File: config.mk
export PLATFORM = sky130hd
export DESIGN_NAME = pipeline_hazard_ctrl
export DESIGN_NICKNAME = d
export VERILOG_FILES = /design/src/rtl/pipeline_hazard_ctrl.sv
export SDC_FILE = /design/constraint.sdc
export NUM_CORES = 1
export LEC_CHECK = 0
export ABC_AREA = 1
export BUFFER_PORTS_ARGS = -buffer_cell sky130_fd_sc_hd__buf_2
export CORE_UTILIZATION = 47
export CTS_CLUSTER_SIZE = 24
export DETAILED_ROUTE_END_ITERATION = 12
export PLACE_DENSITY = 0.89
export REMOVE_ABC_BUFFERS = 1
export SETUP_SLACK_MARGIN = 0.1
export SLEW_MARGIN = 20
export SYNTH_ARGS = -nofsm -noshare
export SYNTH_HDL_FRONTEND = slang
export SYNTH_SLANG_ARGS = --single-unit
File: constraint.sdc
create_clock -name CLK -period 1.6 [get_ports CLK]
set_input_delay 0.08 -clock CLK [delete_from_list [all_inputs] [get_ports CLK]]
set_output_delay 0.08 -clock CLK [all_outputs]
set_load 0.01 [all_outputs]
File: src/rtl/pipeline_hazard_ctrl.sv
// pipeline_hazard_ctrl
// Stall/flush sequencer for the 5-stage pipeline. It handles three cases:
//   - load-use hazards: one-cycle bubble into EX;
//   - taken branches resolved in ID: squash the IF/ID register;
//   - outstanding data-memory accesses: freeze the whole pipeline.
// Priority, from highest: memory wait, load-use, branch.
// All stall/flush controls are combinational from the state register and the
// current inputs, so they take effect on the very next CLK edge.
// A wait counter raises a sticky MemTimeout when an access has been stalled
// for MEM_TIMEOUT cycles in MEM_WAIT.
// Optional feature macro: HAZARD_PERF_CNT_EN adds saturating 32-bit
// StallCount / FlushCount outputs.

module pipeline_hazard_ctrl #(
  parameter int REG_ADDR_W  = 5,
  parameter int MEM_TIMEOUT = 64
) (
  input  logic                  CLK,
  input  logic                  RST_N,
  input  logic [REG_ADDR_W-1:0] RsD,
  input  logic [REG_ADDR_W-1:0] RtD,
  input  logic [REG_ADDR_W-1:0] RtE,
  input  logic                  MemReadE,
  input  logic                  BranchTakenD,
  input  logic                  MemAccessM,
  input  logic                  MemReadyM,
  output logic                  StallF,
  output logic                  StallD,
  output logic                  FlushD,
  output logic                  FlushE,
  output logic                  StallE,
  output logic                  StallM,
  output logic                  FlushW,
  output logic                  MemTimeout,
`ifdef HAZARD_PERF_CNT_EN
  output logic [31:0]           StallCount,
  output logic [31:0]           FlushCount,
`endif
  output logic                  Busy
);

  localparam int CNT_W = $clog2(MEM_TIMEOUT + 1);
  localparam logic [CNT_W-1:0] TIMEOUT_VAL = CNT_W'(MEM_TIMEOUT);

  typedef enum logic {
    RUN      = 1'b0,
    MEM_WAIT = 1'b1
  } state_t;

  state_t           state_reg, state_next;
  logic [CNT_W-1:0] wait_cnt_reg, wait_cnt_next;
  logic             timeout_reg;

  logic lu_hit;
  logic mw_hit;
  logic mem_hold;
  logic lu_stall;
  logic br_flush;

  // Raw hazard conditions; register 0 never creates a load-use hazard
  always_comb begin
    lu_hit = MemReadE && (RtE != '0) && ((RtE == RsD) || (RtE == RtD));
    mw_hit = MemAccessM && !MemReadyM;
  end

  // Next-state and hazard arbitration: memory wait beats load-use beats branch
  always_comb begin
    state_next = state_reg;
    mem_hold   = 1'b0;
    lu_stall   = 1'b0;
    br_flush   = 1'b0;
    if ((state_reg == MEM_WAIT) && !MemReadyM) begin
      mem_hold = 1'b1;
    end else if ((state_reg == RUN) && mw_hit) begin
      mem_hold   = 1'b1;
      state_next = MEM_WAIT;
    end else begin
      // RUN without a new wait, or the completing cycle of MEM_WAIT
      state_next = RUN;
      if (lu_hit) begin
        lu_stall = 1'b1;
      end else if (BranchTakenD) begin
        br_flush = 1'b1;
      end
    end
  end

  // Drive the pipeline-register controls; forced low while reset is held
  always_comb begin
    StallF     = RST_N && (mem_hold || lu_stall);
    StallD     = RST_N && (mem_hold || lu_stall);
    FlushD     = RST_N && br_flush;
    FlushE     = RST_N && lu_stall;
    StallE     = RST_N && mem_hold;
    StallM     = RST_N && mem_hold;
    FlushW     = RST_N && mem_hold;
    Busy       = (state_reg == MEM_WAIT);
    MemTimeout = timeout_reg;
  end

  // Wait counter: cleared on entry, counts not-ready cycles, saturates
  always_comb begin
    wait_cnt_next = wait_cnt_reg;
    if ((state_reg == RUN) && mw_hit) begin
      wait_cnt_next = '0;
    end else if ((state_reg == MEM_WAIT) && !MemReadyM &&
                 (wait_cnt_reg != TIMEOUT_VAL)) begin
      wait_cnt_next = wait_cnt_reg + 1'b1;
    end
  end

  // State, wait counter and sticky timeout flag
  always_ff @(posedge CLK or negedge RST_N) begin
    if (!RST_N) begin
      state_reg    <= RUN;
      wait_cnt_reg <= '0;
      timeout_reg  <= 1'b0;
    end else begin
      state_reg    <= state_next;
      wait_cnt_reg <= wait_cnt_next;
      if ((state_reg == MEM_WAIT) && (wait_cnt_next == TIMEOUT_VAL)) begin
        timeout_reg <= 1'b1;
      end
    end
  end

`ifdef HAZARD_PERF_CNT_EN
  logic [31:0] stall_cnt_reg;
  logic [31:0] flush_cnt_reg;

  // Saturating event counters for stall cycles and flush cycles
  always_ff @(posedge CLK or negedge RST_N) begin
    if (!RST_N) begin
      stall_cnt_reg <= '0;
      flush_cnt_reg <= '0;
    end else begin
      if (StallF && (stall_cnt_reg != 32'hFFFF_FFFF)) begin
        stall_cnt_reg <= stall_cnt_reg + 32'd1;
      end
      if ((FlushD || FlushE) && (flush_cnt_reg != 32'hFFFF_FFFF)) begin
        flush_cnt_reg <= flush_cnt_reg + 32'd1;
      end
    end
  end

  assign StallCount = stall_cnt_reg;
  assign FlushCount = flush_cnt_reg;
`endif

endmodule

# [Word-level counts from Yosys, hierarchy flattened]
# Cells that the tools add are included.
[word_totals] output_inout_bits=9 regBits=9 input_bits=21
[op_classes] n_eq_ne=4 bitwise=1 n_addsub=1 n_reduce_logical=15 muxes=11
[ops] cell="$mux W7" n=2
[ops] cell="$logic_and A1 B1 Y1" n=11
[ops] cell="$eq A5 B5 Y1" n=2
[ops] cell="$mux W1" n=9
[ops] cell="$add A7 B1 Y7 const B" n=1
[ops] cell="$eq A7 B7 Y1 const B" n=1
[ops] cell="$ne A7 B7 Y1 const B" n=1
[ops] cell="$reduce_bool A5 Y1" n=1
[ops] cell="$logic_or A1 B1 Y1" n=2
[ops] cell="$logic_not A1 Y1" n=1
[ops] cell="$not A1 Y1" n=1

# [Longest topological paths before layout]
[logic_depth] ltp_word=8 mapped_depth=13

# [Least setup slack after synthesis]
# OpenSTA, ideal clock, no wires.
[synth_timing] path_kind="register to register" startpoint="register wait_cnt_reg[0]" endpoint="register timeout_reg (netlist: MemTimeout)" path_stages_with_launch=14 setup_ns=0.116 setup_slack_ns=0.238 arrival_time_ns=1.245 required_time_ns=1.484 period_less_slack_ns=1.362 path_cell_list="dfrtp_1 > inv_1 > ha_1 > nand2_1 > inv_1 > nand3_2 > nand2_2 > nand2_1 > nand2_1 > nand2_1 > nand2_1 > nor2_1 > nand2_1 > nand2_1"
[synth_via] elab_chain_len=6
[synth_lines] element="start: declaration" line="51" text="logic [CNT_W-1:0] wait_cnt_reg, wait_cnt_next;"
[synth_lines] element="start signal: assignment" line="120" text="wait_cnt_reg <= wait_cnt_next;"
[synth_lines] element="branches (longest 2 deep; another with $add A7 B1 Y7)"
[synth_lines] element="$mux W7 *" line="106" text="end else if ((state_reg == MEM_WAIT) && !MemReadyM &&"
[synth_lines] element="$mux W7 *" line="104" text="if ((state_reg == RUN) && mw_hit) begin"
[synth_lines] element="$eq A7 B7 Y1 *" line="121" text="if ((state_reg == MEM_WAIT) && (wait_cnt_next == TIMEOUT_VAL)) begin"
[synth_lines] element="$logic_and A1 B1 Y1 *" line="121"
[synth_lines] element="end signal: assignment" line="117" text="timeout_reg <= 1'b0;"
[synth_lines] element="end signal: assignment" line="122" text="timeout_reg <= 1'b1;"
[synth_lines] element="end: declaration" line="52" text="logic timeout_reg;"
# Mark *: on every way between the ends.
# A chain may end at the register's enable or synchronous reset.

# [Worst setup path after layout]
# Ends and elaborated chain as after synthesis.

==> flow_summary.json <==
{
  "worst_ep_arrival_time_ps": 1600,
  "worstHoldPathType": "in2reg",
  "ant_nets": 0,
  "drc": 0,
  "clk_pin_slew_ps": 60,
  "netlist-cell-type-count": 21,
  "drtIter0Drc": 10,
  "tightestPinTransition_ps": 358,
  "synthSimpleGateAreaFrac_pct": 37.6,
  "crit_path_start_kind": "flip-flop",
  "num_antenna_cells": 0,
  "insertion_delay_ps": 250,
  "fmax_ghz": 0.686,
  "cts-root-buf": "clkbuf_4",
  "wl_microns": 1770,
  "synth_xor_area_share_pct": 11.5,
  "gp_congestion": 0.856,
  "fin_worst_skew_ps": 2.07,
  "wire_per_inst_microns": 10.6,
  "slowest_stage": "dfrtp_1",
  "die_x_microns": 42.2,
  "antenna_found_initial": 0,
  "vias_per_cell": 5.11,
  "crit_buf_inv": 2,
  "p_per_area_nw_per_um2": 643,
  "ir_drop_mv": 0.450,
  "netlist_area_sq_um": 759,
  "path_common_cell": "nand2_1",
  "synth_cells": 113,
  "fin_nets": 175,
  "post-route-period-util_pct": 91.1,
  "path_cells": "inv_2, ha_4, nand2_2, inv_2, nand3_4, nand2_4, nand2_2, nand2_1, nand2_2, nand2_1, nor2_1, nand2_1, nand2_1",
  "drv_cap": 0,
  "die_height_microns": 42.2,
  "cts_buffers": 3,
  "layout-drive-gt1-share_pct": 39.7,
  "cp_top_family": "simple AND/OR/NAND/NOR gates",
  "clock-sinks": 9,
  "period_minus_slack_ps": 1460,
  "cts_buffer_depth": 2,
  "grt_pass1_vias": 724,
  "largest_reg_flops": 7,
  "hold_ws_ps": 121,
  "yosys.area_share.adder_pct": 3.29,
  "area_growth_pct": 42.3,
  "max_stage_delay_ps": 400,
  "via_count": 854,
  "tns_ps": 0,
  "synth_mux_area_share_pct": 0,
  "worstSetupPathType": "reg2reg",
  "ios": 30,
  "start_util_pct": 50.4,
  "nFillCells": 120,
  "cp-end-kind": "flip-flop",
  "dp_hpwl_microns": 1340,
  "cp.required_ps": 1740,
  "final_hold_viol_count": 0,
  "grt_max_degree": 12,
  "relSlewSlack_pct": 76.1,
  "io_buffers": 29,
  "synth_compound_area_share_pct": 3.62,
  "ys_warn_count": 0,
  "core-area_sq_um": 1510,
  "total_leakage_power_uw": 0.000623,
  "synth_seq_cells": 9,
  "cts_tree": "built",
  "synth_top_family_by_area": "simple AND/OR/NAND/NOR gates",
  "htreeDepth": 1,
  "outcome": "finished clean",
  "finalSetupViolations": 0,
  "rsz0062_at_grt": "yes",
  "ys_seq_area_share_pct": 29.7,
  "rows": 14,
  "worst-path-max-fanout": 7,
  "grt_usage_pct": 19.4,
  "gr-total-overflow": 0,
  "dr.pass1.iters": 4,
  "syn_area_per_cell_sq_um": 6.72,
  "drv_slew": 0,
  "grt_pass1_wl_microns": 2680,
  "dieArea_sq_um": 1780
}
## power by group
part	internal, uW	total (uW)	switching (uW)	leakage [uW]
Clock	95.5	166	70.4	0.0000150
Sequential	245	271	25.3	0.000114
Combinational	123	259	136	0.000495
## routing by layer
layer,global-route usage [%],up-vias,part of all wire (%)
met4,5.63,0,0.68
met2,37.2,30,58
met3,2.59,2,4.5
met1,21.8,398,37
li1,-,424,-
met5,0,-,0
## area by class of cell
type / count / area [sq um] / area share, %
multi-input combinational: 78 / 508 / 47.0
inverter: 23 / 86.3 / 7.99
tap: 16 / 20.0 / 1.85
clock buffer: 4 / 26.3 / 2.43
timing repair buffer: 37 / 214 / 19.8
sequential: 9 / 226 / 20.9
## per-stage QoR
| step | std cells | total power, uW | setup slack, ps | cell area [sq um] | util (%) |
|---|---|---|---|---|---|
| floorplan | 110 | 377 | 238 | 737 | - |
| finish | 167 | 696 | 142 | 1080 | 71.8 |
| detailed placement | 155 | 449 | 91.7 | 902 | 59.9 |
| CTS | 162 | 631 | 101 | 961 | 63.8 |
| global route | 167 | 744 | 26.5 | 1080 | 71.8 |
| global placement | 155 | 438 | 154 | 902 | 59.9 |
## layout by cell type, fill, tap and decap left out
cell / count
inv_1: 18
nor2_4: 1
a21oi_1: 2
o21ai_0: 1
nand3_2: 3
nand2_1: 21
o21bai_1: 1
clkbuf_1: 1
buf_2: 28
dlygate4sd3_1: 1
clkbuf_4: 4
nand2_2: 3
buf_6: 1
xor2_2: 1
nand3_4: 1
inv_2: 4
xor2_1: 5
nor2_2: 2
nand3_1: 12
nor3_1: 2
nand4_4: 1
o21ai_2: 1
dfrtp_1: 8
buf_4: 6
clkinv_1: 1
nand2_4: 1
nor2_1: 11
dfrtp_2: 1
ha_4: 2
nand4_1: 3
xnor2_1: 4
## logic make-up after synthesis
kind of cell             after synthesis
adder cells (fa/ha/maj)                2
XOR/XNOR                              10
buffers and inverters                 26
flip-flops                             9
AO/OA/AOI/OAI                          5
AND/OR/NAND/NOR                       61
## what timing repair did
item | CTS | global route
endpoints found under the setup margin | 3 | 3
hold endpoints to repair | 9 | 0
resized for setup | 2 | 21
setup buffers | 2 | 5
pin swaps | 1 | 4
hold buffers | 1 | 0
## worst min-delay path, delay by kind of cell
family                 cells  cell delay, ps
AO/OA/AOI/OAI              1              80
buffers and inverters      2             170
## Yosys cell counts (all sizes together)
cell type  instances  area (sq um)
clkinv             1          3.75
nor3               2          10.0
dfrtp              9           225
o21bai             1          7.51
nand2             25          96.4
xor2               6          52.6
xnor2              4          35.0
buf                3          22.5
nor2              14          62.6
o21ai              2          10.0
nand4              4          31.3
a21oi              2          10.0
ha                 2          25.0
nand3             16          85.1
inv               22          82.6
## final timing paths
kind                                                start                        end  slack, ps  cells past startpoint
worst max register to register  wait_cnt_reg[0]$_DFF_PN0_     MemTimeout$_DFFE_PN0P_        140                     13
min in group asynchronous                           RST_N  wait_cnt_reg[6]$_DFF_PN0_        220                      2
worst min-delay path                           MemAccessM           Busy$_DFFE_PN0N_        120                      3
max in group asynchronous                           RST_N  wait_cnt_reg[2]$_DFF_PN0_       1210                      2
worst min register to register     MemTimeout$_DFFE_PN0P_     MemTimeout$_DFFE_PN0P_        460                      2
worst max-delay path            wait_cnt_reg[0]$_DFF_PN0_     MemTimeout$_DFFE_PN0P_        140                     13
Power figures use the tool's default switching activity.
